==> config.mk <==
export PLATFORM = sky130hd
export DESIGN_NAME = br_csr_axil_initiator
export DESIGN_NICKNAME = d
export VERILOG_FILES = /design/src/rtl/br_amba_pkg.sv /design/src/rtl/br_csr_axil_initiator_timer.sv /design/src/rtl/br_csr_axil_initiator.sv
export SDC_FILE = /design/constraint.sdc
export NUM_CORES = 1
export LEC_CHECK = 0
export CORE_ASPECT_RATIO = 0.8
export CORE_MARGIN = 2
export CORE_UTILIZATION = 38
export DETAILED_ROUTE_END_ITERATION = 8
export GPL_TIMING_DRIVEN = 1
export PLACE_DENSITY = 0.81
export SLEW_MARGIN = 20
export SYNTH_ARGS = -nofsm -noshare
export SYNTH_HDL_FRONTEND = slang
export SYNTH_SLANG_ARGS = --single-unit
==> constraint.sdc <==
create_clock -name clk -period 2.3 [get_ports clk]
set_input_delay 0.575 -clock clk [delete_from_list [all_inputs] [get_ports clk]]
set_output_delay 0.575 -clock clk [all_outputs]
set_load 0.01 [all_outputs]
==> src/rtl/br_amba_pkg.sv <==
// Shared AXI4-Lite definitions: response encodings, prot helpers, width helper.
package br_amba;

    localparam int unsigned AXI_RESP_WIDTH = 2;
    localparam int unsigned AXI_PROT_WIDTH = 3;

    localparam logic [AXI_RESP_WIDTH-1:0] AXI_RESP_OKAY   = 2'b00;
    localparam logic [AXI_RESP_WIDTH-1:0] AXI_RESP_EXOKAY = 2'b01;
    localparam logic [AXI_RESP_WIDTH-1:0] AXI_RESP_SLVERR = 2'b10;
    localparam logic [AXI_RESP_WIDTH-1:0] AXI_RESP_DECERR = 2'b11;

    // prot = {instruction(0), non-secure, privileged}
    function automatic logic [AXI_PROT_WIDTH-1:0] build_prot(input logic secure,
                                                            input logic privileged);
        return {1'b0, !secure, privileged};
    endfunction

    function automatic logic prot_is_secure(input logic [AXI_PROT_WIDTH-1:0] prot);
        return !prot[1];
    endfunction

    function automatic logic prot_is_privileged(input logic [AXI_PROT_WIDTH-1:0] prot);
        return prot[0];
    endfunction

    // $clog2 that never returns less than 1, so counters always have a bit.
    function automatic int unsigned clamped_clog2(input int unsigned value);
        return (value <= 2) ? 1 : $clog2(value);
    endfunction

endpackage

==> src/rtl/br_csr_axil_initiator_timer.sv <==
// Clearable saturating up-counter with an expiry compare against a runtime limit.
// A limit of zero never expires.
module br_csr_axil_initiator_timer #(
    parameter int unsigned Width = 10
) (
    input  logic             clk,
    input  logic             rst_n,
    input  logic             i_clr,
    input  logic             i_en,
    input  logic [Width-1:0] i_limit,
    output logic             o_expired_c
);

    logic [Width-1:0] r_count;

    // Count active cycles; clear wins over increment, saturate at all-ones.
    always_ff @(posedge clk or negedge rst_n) begin
        if (!rst_n) begin
            r_count <= '0;
        end else if (i_clr) begin
            r_count <= '0;
        end else if (i_en && (r_count != {Width{1'b1}})) begin
            r_count <= r_count + Width'(1);
        end
    end

    assign o_expired_c = (i_limit != '0) && (r_count == i_limit);

endmodule

==> src/rtl/br_csr_axil_initiator.sv <==
// CSR request -> AXI4-Lite initiator bridge, one transaction in flight.
// Optional response timeout with drain: define BR_CSR_AXIL_INITIATOR_TIMEOUT_EN.
module br_csr_axil_initiator
    import br_amba::*;
#(
    parameter int unsigned AddrWidth = 32,
    parameter int unsigned DataWidth = 32,
`ifdef BR_CSR_AXIL_INITIATOR_TIMEOUT_EN
    parameter int unsigned MaxTimeoutCycles = 1000,
    localparam int unsigned TimerWidth = clamped_clog2(MaxTimeoutCycles + 1),
`endif
    localparam int unsigned StrobeWidth = DataWidth / 8
) (
    input  logic                   clk,
    input  logic                   rst_n,
    // CSR request
    input  logic                   csr_req_valid,
    output logic                   csr_req_ready,
    input  logic                   csr_req_write,
    input  logic [AddrWidth-1:0]   csr_req_addr,
    input  logic [DataWidth-1:0]   csr_req_wdata,
    input  logic [StrobeWidth-1:0] csr_req_wstrb,
    input  logic                   csr_req_secure,
    input  logic                   csr_req_privileged,
    // CSR response
    output logic                   csr_resp_valid,
    output logic [DataWidth-1:0]   csr_resp_rdata,
    output logic                   csr_resp_slverr,
    output logic                   csr_resp_decerr,
    // AXI4-Lite write address
    output logic                   axil_awvalid,
    input  logic                   axil_awready,
    output logic [AddrWidth-1:0]   axil_awaddr,
    output logic [2:0]             axil_awprot,
    // AXI4-Lite write data
    output logic                   axil_wvalid,
    input  logic                   axil_wready,
    output logic [DataWidth-1:0]   axil_wdata,
    output logic [StrobeWidth-1:0] axil_wstrb,
    // AXI4-Lite write response
    input  logic                   axil_bvalid,
    output logic                   axil_bready,
    input  logic [1:0]             axil_bresp,
    // AXI4-Lite read address
    output logic                   axil_arvalid,
    input  logic                   axil_arready,
    output logic [AddrWidth-1:0]   axil_araddr,
    output logic [2:0]             axil_arprot,
    // AXI4-Lite read data
    input  logic                   axil_rvalid,
    output logic                   axil_rready,
    input  logic [DataWidth-1:0]   axil_rdata,
    input  logic [1:0]             axil_rresp
`ifdef BR_CSR_AXIL_INITIATOR_TIMEOUT_EN
    ,
    input  logic [TimerWidth-1:0]  timeout_cycles
`endif
);

    localparam logic [2:0] ST_IDLE    = 3'd0;
    localparam logic [2:0] ST_WR_REQ  = 3'd1;
    localparam logic [2:0] ST_WR_RESP = 3'd2;
    localparam logic [2:0] ST_RD_REQ  = 3'd3;
    localparam logic [2:0] ST_RD_RESP = 3'd4;
`ifdef BR_CSR_AXIL_INITIATOR_TIMEOUT_EN
    localparam logic [2:0] ST_DRAIN   = 3'd5;
`endif

    logic [2:0]             r_state,      w_state_nxt;
    logic                   r_req_ready,  w_req_ready_nxt;
    logic [AddrWidth-1:0]   r_addr,       w_addr_nxt;
    logic [DataWidth-1:0]   r_wdata,      w_wdata_nxt;
    logic [StrobeWidth-1:0] r_wstrb,      w_wstrb_nxt;
    logic [2:0]             r_prot,       w_prot_nxt;
    logic                   r_awvalid,    w_awvalid_nxt;
    logic                   r_wvalid,     w_wvalid_nxt;
    logic                   r_bready,     w_bready_nxt;
    logic                   r_arvalid,    w_arvalid_nxt;
    logic                   r_rready,     w_rready_nxt;
    logic                   r_resp_valid, w_resp_valid_nxt;
    logic [DataWidth-1:0]   r_rdata,      w_rdata_nxt;
    logic                   r_slverr,     w_slverr_nxt;
    logic                   r_decerr,     w_decerr_nxt;

    logic w_accept;
    logic w_aw_done;
    logic w_w_done;
    logic w_b_hs;
    logic w_r_hs;

    assign w_accept  = csr_req_valid && r_req_ready;
    assign w_aw_done = !r_awvalid || axil_awready;
    assign w_w_done  = !r_wvalid || axil_wready;
    assign w_b_hs    = axil_bvalid && r_bready;
    assign w_r_hs    = axil_rvalid && r_rready;

`ifdef BR_CSR_AXIL_INITIATOR_TIMEOUT_EN
    logic r_write, w_write_nxt;
    logic w_timer_en;
    logic w_expired_c;

    assign w_timer_en = (r_state != ST_IDLE) && (r_state != ST_DRAIN);

    br_csr_axil_initiator_timer #(
        .Width(TimerWidth)
    ) u_timer (
        .clk        (clk),
        .rst_n      (rst_n),
        .i_clr      (w_accept),
        .i_en       (w_timer_en),
        .i_limit    (timeout_cycles),
        .o_expired_c(w_expired_c)
    );
`endif

    // State and registered-output flops.
    always_ff @(posedge clk or negedge rst_n) begin
        if (!rst_n) begin
            r_state      <= ST_IDLE;
            r_req_ready  <= 1'b0;
            r_addr       <= '0;
            r_wdata      <= '0;
            r_wstrb      <= '0;
            r_prot       <= '0;
            r_awvalid    <= 1'b0;
            r_wvalid     <= 1'b0;
            r_bready     <= 1'b0;
            r_arvalid    <= 1'b0;
            r_rready     <= 1'b0;
            r_resp_valid <= 1'b0;
            r_rdata      <= '0;
            r_slverr     <= 1'b0;
            r_decerr     <= 1'b0;
`ifdef BR_CSR_AXIL_INITIATOR_TIMEOUT_EN
            r_write      <= 1'b0;
`endif
        end else begin
            r_state      <= w_state_nxt;
            r_req_ready  <= w_req_ready_nxt;
            r_addr       <= w_addr_nxt;
            r_wdata      <= w_wdata_nxt;
            r_wstrb      <= w_wstrb_nxt;
            r_prot       <= w_prot_nxt;
            r_awvalid    <= w_awvalid_nxt;
            r_wvalid     <= w_wvalid_nxt;
            r_bready     <= w_bready_nxt;
            r_arvalid    <= w_arvalid_nxt;
            r_rready     <= w_rready_nxt;
            r_resp_valid <= w_resp_valid_nxt;
            r_rdata      <= w_rdata_nxt;
            r_slverr     <= w_slverr_nxt;
            r_decerr     <= w_decerr_nxt;
`ifdef BR_CSR_AXIL_INITIATOR_TIMEOUT_EN
            r_write      <= w_write_nxt;
`endif
        end
    end

    // Next-state and next-output logic.
    always_comb begin
        w_state_nxt      = r_state;
        w_addr_nxt       = r_addr;
        w_wdata_nxt      = r_wdata;
        w_wstrb_nxt      = r_wstrb;
        w_prot_nxt       = r_prot;
        w_awvalid_nxt    = r_awvalid;
        w_wvalid_nxt     = r_wvalid;
        w_bready_nxt     = r_bready;
        w_arvalid_nxt    = r_arvalid;
        w_rready_nxt     = r_rready;
        w_resp_valid_nxt = 1'b0;
        w_rdata_nxt      = '0;
        w_slverr_nxt     = 1'b0;
        w_decerr_nxt     = 1'b0;
`ifdef BR_CSR_AXIL_INITIATOR_TIMEOUT_EN
        w_write_nxt      = r_write;
`endif

        unique case (r_state)
            ST_IDLE: begin
                if (w_accept) begin
                    w_addr_nxt  = csr_req_addr;
                    w_wdata_nxt = csr_req_wdata;
                    w_wstrb_nxt = csr_req_wstrb;
                    w_prot_nxt  = build_prot(csr_req_secure, csr_req_privileged);
`ifdef BR_CSR_AXIL_INITIATOR_TIMEOUT_EN
                    w_write_nxt = csr_req_write;
`endif
                    if (csr_req_write) begin
                        w_state_nxt   = ST_WR_REQ;
                        w_awvalid_nxt = 1'b1;
                        w_wvalid_nxt  = 1'b1;
                    end else begin
                        w_state_nxt   = ST_RD_REQ;
                        w_arvalid_nxt = 1'b1;
                    end
                end
            end
            ST_WR_REQ: begin
                if (axil_awready) w_awvalid_nxt = 1'b0;
                if (axil_wready)  w_wvalid_nxt  = 1'b0;
                if (w_aw_done && w_w_done) begin
                    w_state_nxt  = ST_WR_RESP;
                    w_bready_nxt = 1'b1;
                end
            end
            ST_WR_RESP: begin
                if (w_b_hs) begin
                    w_state_nxt      = ST_IDLE;
                    w_bready_nxt     = 1'b0;
                    w_resp_valid_nxt = 1'b1;
                    w_slverr_nxt     = (axil_bresp == AXI_RESP_SLVERR);
                    w_decerr_nxt     = (axil_bresp == AXI_RESP_DECERR);
                end
            end
            ST_RD_REQ: begin
                if (axil_arready) begin
                    w_state_nxt   = ST_RD_RESP;
                    w_arvalid_nxt = 1'b0;
                    w_rready_nxt  = 1'b1;
                end
            end
            ST_RD_RESP: begin
                if (w_r_hs) begin
                    w_state_nxt      = ST_IDLE;
                    w_rready_nxt     = 1'b0;
                    w_resp_valid_nxt = 1'b1;
                    w_rdata_nxt      = axil_rdata;
                    w_slverr_nxt     = (axil_rresp == AXI_RESP_SLVERR);
                    w_decerr_nxt     = (axil_rresp == AXI_RESP_DECERR);
                end
            end
`ifdef BR_CSR_AXIL_INITIATOR_TIMEOUT_EN
            ST_DRAIN: begin
                // Finish the abandoned transaction silently.
                if (axil_awready) w_awvalid_nxt = 1'b0;
                if (axil_wready)  w_wvalid_nxt  = 1'b0;
                if (axil_arready) w_arvalid_nxt = 1'b0;
                if (r_write) begin
                    if (w_b_hs) begin
                        w_state_nxt  = ST_IDLE;
                        w_bready_nxt = 1'b0;
                    end else if (w_aw_done && w_w_done) begin
                        w_bready_nxt = 1'b1;
                    end
                end else begin
                    if (w_r_hs) begin
                        w_state_nxt  = ST_IDLE;
                        w_rready_nxt = 1'b0;
                    end else if (!r_arvalid || axil_arready) begin
                        w_rready_nxt = 1'b1;
                    end
                end
            end
`endif
            default: begin
                w_state_nxt = ST_IDLE;
            end
        endcase

`ifdef BR_CSR_AXIL_INITIATOR_TIMEOUT_EN
        // Expiry: report slverr now, let DRAIN absorb the late response.
        if (w_timer_en && w_expired_c && !w_b_hs && !w_r_hs) begin
            w_state_nxt      = ST_DRAIN;
            w_resp_valid_nxt = 1'b1;
            w_rdata_nxt      = '0;
            w_slverr_nxt     = 1'b1;
            w_decerr_nxt     = 1'b0;
        end
`endif

        w_req_ready_nxt = (w_state_nxt == ST_IDLE);
    end

    assign csr_req_ready   = r_req_ready;
    assign csr_resp_valid  = r_resp_valid;
    assign csr_resp_rdata  = r_rdata;
    assign csr_resp_slverr = r_slverr;
    assign csr_resp_decerr = r_decerr;
    assign axil_awvalid    = r_awvalid;
    assign axil_awaddr     = r_addr;
    assign axil_awprot     = r_prot;
    assign axil_wvalid     = r_wvalid;
    assign axil_wdata      = r_wdata;
    assign axil_wstrb      = r_wstrb;
    assign axil_bready     = r_bready;
    assign axil_arvalid    = r_arvalid;
    assign axil_araddr     = r_addr;
    assign axil_arprot     = r_prot;
    assign axil_rready     = r_rready;

endmodule

### After elaboration in Yosys (flattened, before gate mapping)

Cells that the tools add are included.

| word-level totals | value |
|---|---|
| input bits | 115 |
| output and inout port bits | 147 |
| memory bits (writable) | 0 |
| bits in read-only memories | 0 |
| flip-flop bits (word level) | 114 |
| logic and storage cells | 87 |
| bits in latches | 0 |
| memories | 0 |

| cells by class | value |
|---|---|
| bitwise gates (word level) | 0 |
| equality and inequality tests | 17 |
| magnitude comparators | 0 |
| multipliers | 0 |
| shift operators | 0 |
| add/subtract/negate cells | 0 |
| multiplexer cells | 34 |
| div/mod/pow operators | 0 |
| reduce and logical (&&, ||, !) cells | 21 |

Operators by type and width:

| cell | number |
|---|---|
| 32-bit two-way mux | 2 |
| 2-bit inequality test (second input constant) | 9 |
| 1-bit two-way mux | 17 |
| 1-bit one-hot mux with 2 select lines | 8 |
| 3-bit two-way mux | 5 |
| 3-bit one-hot mux with 5 select lines | 1 |
| 4-bit AND reduction | 3 |
| 2-bit == test (second input constant) | 4 |
| 2-bit nonzero test | 4 |
| 3-bit by 2-bit == test with 1-bit output (second input constant) | 2 |
| 3-bit zero test | 2 |
| 3-bit AND reduction | 2 |
| 1-bit logical AND | 4 |
| 3-bit by 1-bit == test with 1-bit output (second input constant) | 1 |
| 3-bit == test (second input constant) | 1 |
| 1-bit zero test | 3 |
| 1-bit logical OR | 2 |
| 2-bit two-way mux | 1 |
| 2-bit AND reduction | 1 |

### Longest topological paths before layout

Gate-level depths: netlist (run 1).

| depth | value |
|---|---|
| word-level depth | 6 |
| mapped depth | 5 |
| gate-level depth less buffers | 3 |

### Worst setup path after synthesis (run 1)

OpenSTA, ideal clock, no wires.

| timing | value |
|---|---|
| kind | input-to-reg |
| start point | input port csr_req_valid |
| end point | register r_wdata[10], in the netlist axil_wdata[10] |
| arrival time | 1529 ps |
| cell stages on the path | 5 |
| setup time | 127 ps |
| required time | 2173 ps |
| setup slack | 644 ps |
| buffers on the path | 2 |
| path through | nand2_1 -> nor4_4 -> buf_4 -> buf_6 -> mux2_1 |

| between the ends | value |
|---|---|
| word-level cells in the longest chain between the ends | 2 |

RTL lines:

| what | RTL line | text |
|---|---|---|
| from (decl) | br_csr_axil_initiator.sv:17 | `input logic csr_req_valid,` |
| 1-bit logical AND | br_csr_axil_initiator.sv:91 | `assign w_accept = csr_req_valid && r_req_ready;` |
| 2-bit AND reduction (no line) | -- |  |
| to (signal assigned) | br_csr_axil_initiator.sv:141 | `r_wdata <= w_wdata_nxt;` |
| to (decl) | br_csr_axil_initiator.sv:72 | `logic [DataWidth-1:0] r_wdata, w_wdata_nxt;` |

No other way between the ends.
A chain may end at the register's enable or synchronous reset.

### Final worst setup path (run 1)

| timing | value |
|---|---|
| start point | register r_req_ready, in the netlist csr_req_ready |
| end point | output port csr_req_ready |

RTL lines:

| what | RTL line | text |
|---|---|---|
| from (decl) | br_csr_axil_initiator.sv:70 | `logic r_req_ready, w_req_ready_nxt;` |
| from (signal assigned) | br_csr_axil_initiator.sv:139 | `r_req_ready <= w_req_ready_nxt;` |
| to (decl) | br_csr_axil_initiator.sv:18 | `output logic csr_req_ready,` |

No word-level cell between the ends.

==> results.tsv, run 1 <==
metric	value	unit
fmax	503.3	MHz
Worst Setup Start Kind	flop	
vias in the first global route	3454	
final hold vios	0	
CP top delay family	buffers and inverters	
synthesis-stage register bit count	114	
Bufs on Longest Clock Path	2	
WP buf/inv	1	
vias	3288	
cells after synthesis	316	
worst-skew pair later-pin latency	0.39	ns
largest family of logic cells by synthesized area	multiplexers	
Inserted Diodes	0	
Sw Ratio	0.2834	
WP data required	1.73	ns
Crit path largest cell delay	0.58	ns
placed inst area	7015	um2
share of post-route cells with drive strength above 1	0.1708	
area leader, netlist	dfrtp_1	
Distinct cells, synth	33	
first-pass GRT wire length	17620	um
DRT Wirelength	11480	um
worst-path fanout max	6	
Area growth syn-to-layout	69.11	%
post-synthesis adder-cell area fraction	0	
commonest non-fill, non-tap cells in the layout	clkdlybuf4s50_1 (258), dfrtp_1 (114), mux2_2 (59)	
via/cell ratio	4.631	
Sw Pwr	2.802	mW
drc violations	0	
GRT Total Usage	0.1793	
clock power share	0.265	
Vert. Die Dim	101.3	um
# resized after CTS	0	
port bufs	259	
Flop pwr share	0.330	
status	finished clean	
ANT nets after route	0	
Compound-Gate Fraction of Synth Area	0.03308	
Logic pwr share	0.405	
initial antenna violation count	0	
Rows	35	
commonest non-fill, non-tap cell in the layout	clkdlybuf4s50_1	
unrepaired setup endpoints after global routing	false	
Leakage	3.233	nW
critical-path cell list	clkdlybuf4s50_1	
die area	12740	um2
I/O Pins	262	
Mapped Area	4501	um2
post-route cell area	7611	um2
Peak VDD IR	0.6759	mV
Crit-path slowest cell	clkdlybuf4s50_1	
H-tree lvl count	4	
clock root buffer	clkbuf_16	
Synth area leaders	dfrtp_1 (63%), mux2_2 (15%), buf_4 (6.2%), and2_1 (4.4%), mux2_1 (2.5%)	
Internal Power	7.086	mW
dpl hpwl	8619	um
final setup violation count	0	
Post-CTS Setup Inserts	0	
hold buffers post-CTS	0	
worst min path class	primary input to asynchronous set/reset pin	
Synth Warn #	0	
Congestion Overflow GR	0	
Post-Synth Simple-Gate Area	0.07534	
DRT Pass-1 Iters	4	
setup TNS	0	ns
area share of xor/xnor cells in the synthesized design	0	
pin count of the biggest net entering global routing	70	
clock sink total	114	
DRT iter0 DRCs	66	
top cell type's share of synthesized area	0.6339	
DIE WIDTH	125.7	um
max_cap viols	0	
Pwr Density	1299	nW/um2
crit path capture type	primary output	
Pins Over Slew Limit	0	
worst setup path start	csr_req_ready$_DFF_PN0_	
Final Skew	0.005560	ns
sequential share of the synthesized area	0.6339	
Worst Setup Path Type	flop to primary output	
CP Data Arrival Time	1.41	ns
Final min period	1.987	ns
reg-to-reg startpoint	r_state[1]$_DFF_PN0_	
CTS Buf Count	17	
final net count	666	
WL per Instance	16.16	um
CTS tree	built	
routability cong.	0.7704	
Syn Area/Cell	14.24	um2
post-synthesis mux area share	0.1749	
Initial Utilization	0.3908	
fin crit share	0.8638	
Core ar.	11520	um2
clock-pin transition on the worst setup and hold timing paths	0.05	ns
-- routing by layer --
layer  track usage  part of all wire  up-vias
li1              -                 -     1515
met2        0.3222              0.53      164
met1        0.1938              0.37     1594
met4       0.06410             0.013        0
met5             0                 0        -
met3       0.07237             0.086       15
-- cell type report --
type	count	area, um2
clock buffer	25	495.5
clock inverter	5	100.1
fill	816	3906
inverter	7	26.28
multi-input combinational	146	1291
sequential	114	2853
tap	148	185.2
timing repair buffer	265	2660
-- power by group through the flow --
| stage | registers (mW) | clock network, mW | logic, mW |
|---|---|---|---|
| 5_1_grt | 3.36 | 2.77 | 4.24 |
| 3_5_place_dp | 3.30 | 0 | 4.05 |
| 6_report | 3.27 | 2.62 | 4.01 |
| 4_1_cts | 3.28 | 2.67 | 4.07 |
| 3_3_place_gp | 3.24 | 0 | 3.95 |
| 2_1_floorplan | 3.50 | 0 | 1.70 |
-- through the flow --
| stage | hold slack [ns] | setup slack (ns) | instances | util | total power, mW |
|---|---|---|---|---|---|
| 6_report | 0.06723 | 0.3133 | 710 | 0.6608 | 9.888 |
| 5_1_grt | 0.06701 | 0.2610 | 710 | 0.6608 | 10.37 |
| 4_1_cts | 0.05829 | 0.3030 | 710 | 0.6608 | 10.01 |
| 3_5_place_dp | 0.4760 | 0.005431 | 680 | 0.6091 | 7.348 |
| 3_3_place_gp | 0.4683 | 0.03510 | 680 | 0.6091 | 7.189 |
| 2_1_floorplan | 0.2794 | 0.6435 | 317 | - | 5.201 |
-- Yosys cell counts --
master     number
clkbuf_1        5
o32ai_1         1
a21bo_2         2
nor4_4          1
nand2b_1        2
inv_1           7
nand2_1         6
o2bb2ai_1       1
o22ai_1         1
mux2_2         59
buf_6           1
o211ai_1        2
nand4_1         3
conb_1          1
nor4_2          1
nand3b_1        1
and2_1         32
a311o_1         1
mux2i_1         1
nand3_1         3
mux2_1         10
o2111a_1        1
buf_2           7
dfrtp_1       114
a21oi_1         6
o21ai_0         1
nor2b_1         1
o31ai_1         1
nand4b_1        1
or3_1           1
nor2_1          2
buf_4          37
a41oi_1         3
-- flip-flops by register name, indices dropped and copies added, names as in the netlist --
signal           count
axil_araddr         32
axil_arprot          2
axil_arvalid         1
axil_awvalid         1
axil_bready          1
axil_rready          1
axil_wdata          32
axil_wstrb           4
axil_wvalid          1
csr_req_ready        1
csr_resp_decerr      1
csr_resp_rdata      32
csr_resp_slverr      1
csr_resp_valid       1
r_state              3
-- worst paths after layout --
check / endpoint / slack (ns) / cells after the start
setup / recovery: csr_req_ready / 0.31 / 1
hold / removal: csr_resp_rdata[30]$_DFF_PN0_ / 0.07 / 1
setup reg to reg: axil_araddr[13]$_DFFE_PN0P_ / 0.51 / 3
hold reg to reg: axil_wdata[9]$_DFFE_PN0P_ / 0.48 / 1
max in group asynchronous: axil_araddr[25]$_DFFE_PN0P_ / 1.56 / 2
min in group clk: axil_wdata[9]$_DFFE_PN0P_ / 0.48 / 1
-- logic make-up after synthesis --
kind of cell / after synthesis
muxes: 70
buffers and inverters: 57
and+or+nand+nor: 54
other: 1
AOI/OAI and AO/OA: 20
DFF: 114
No activity file was read; power rests on OpenSTA's default activity.
==> run 2, diff against run 1 <==
Settings changed: CAP_MARGIN from default to 20, CTS_CLUSTER_SIZE from default to 12.
==> results of run 2 <==
The final DEF is identical to that of run 1; final timing and power are the same.
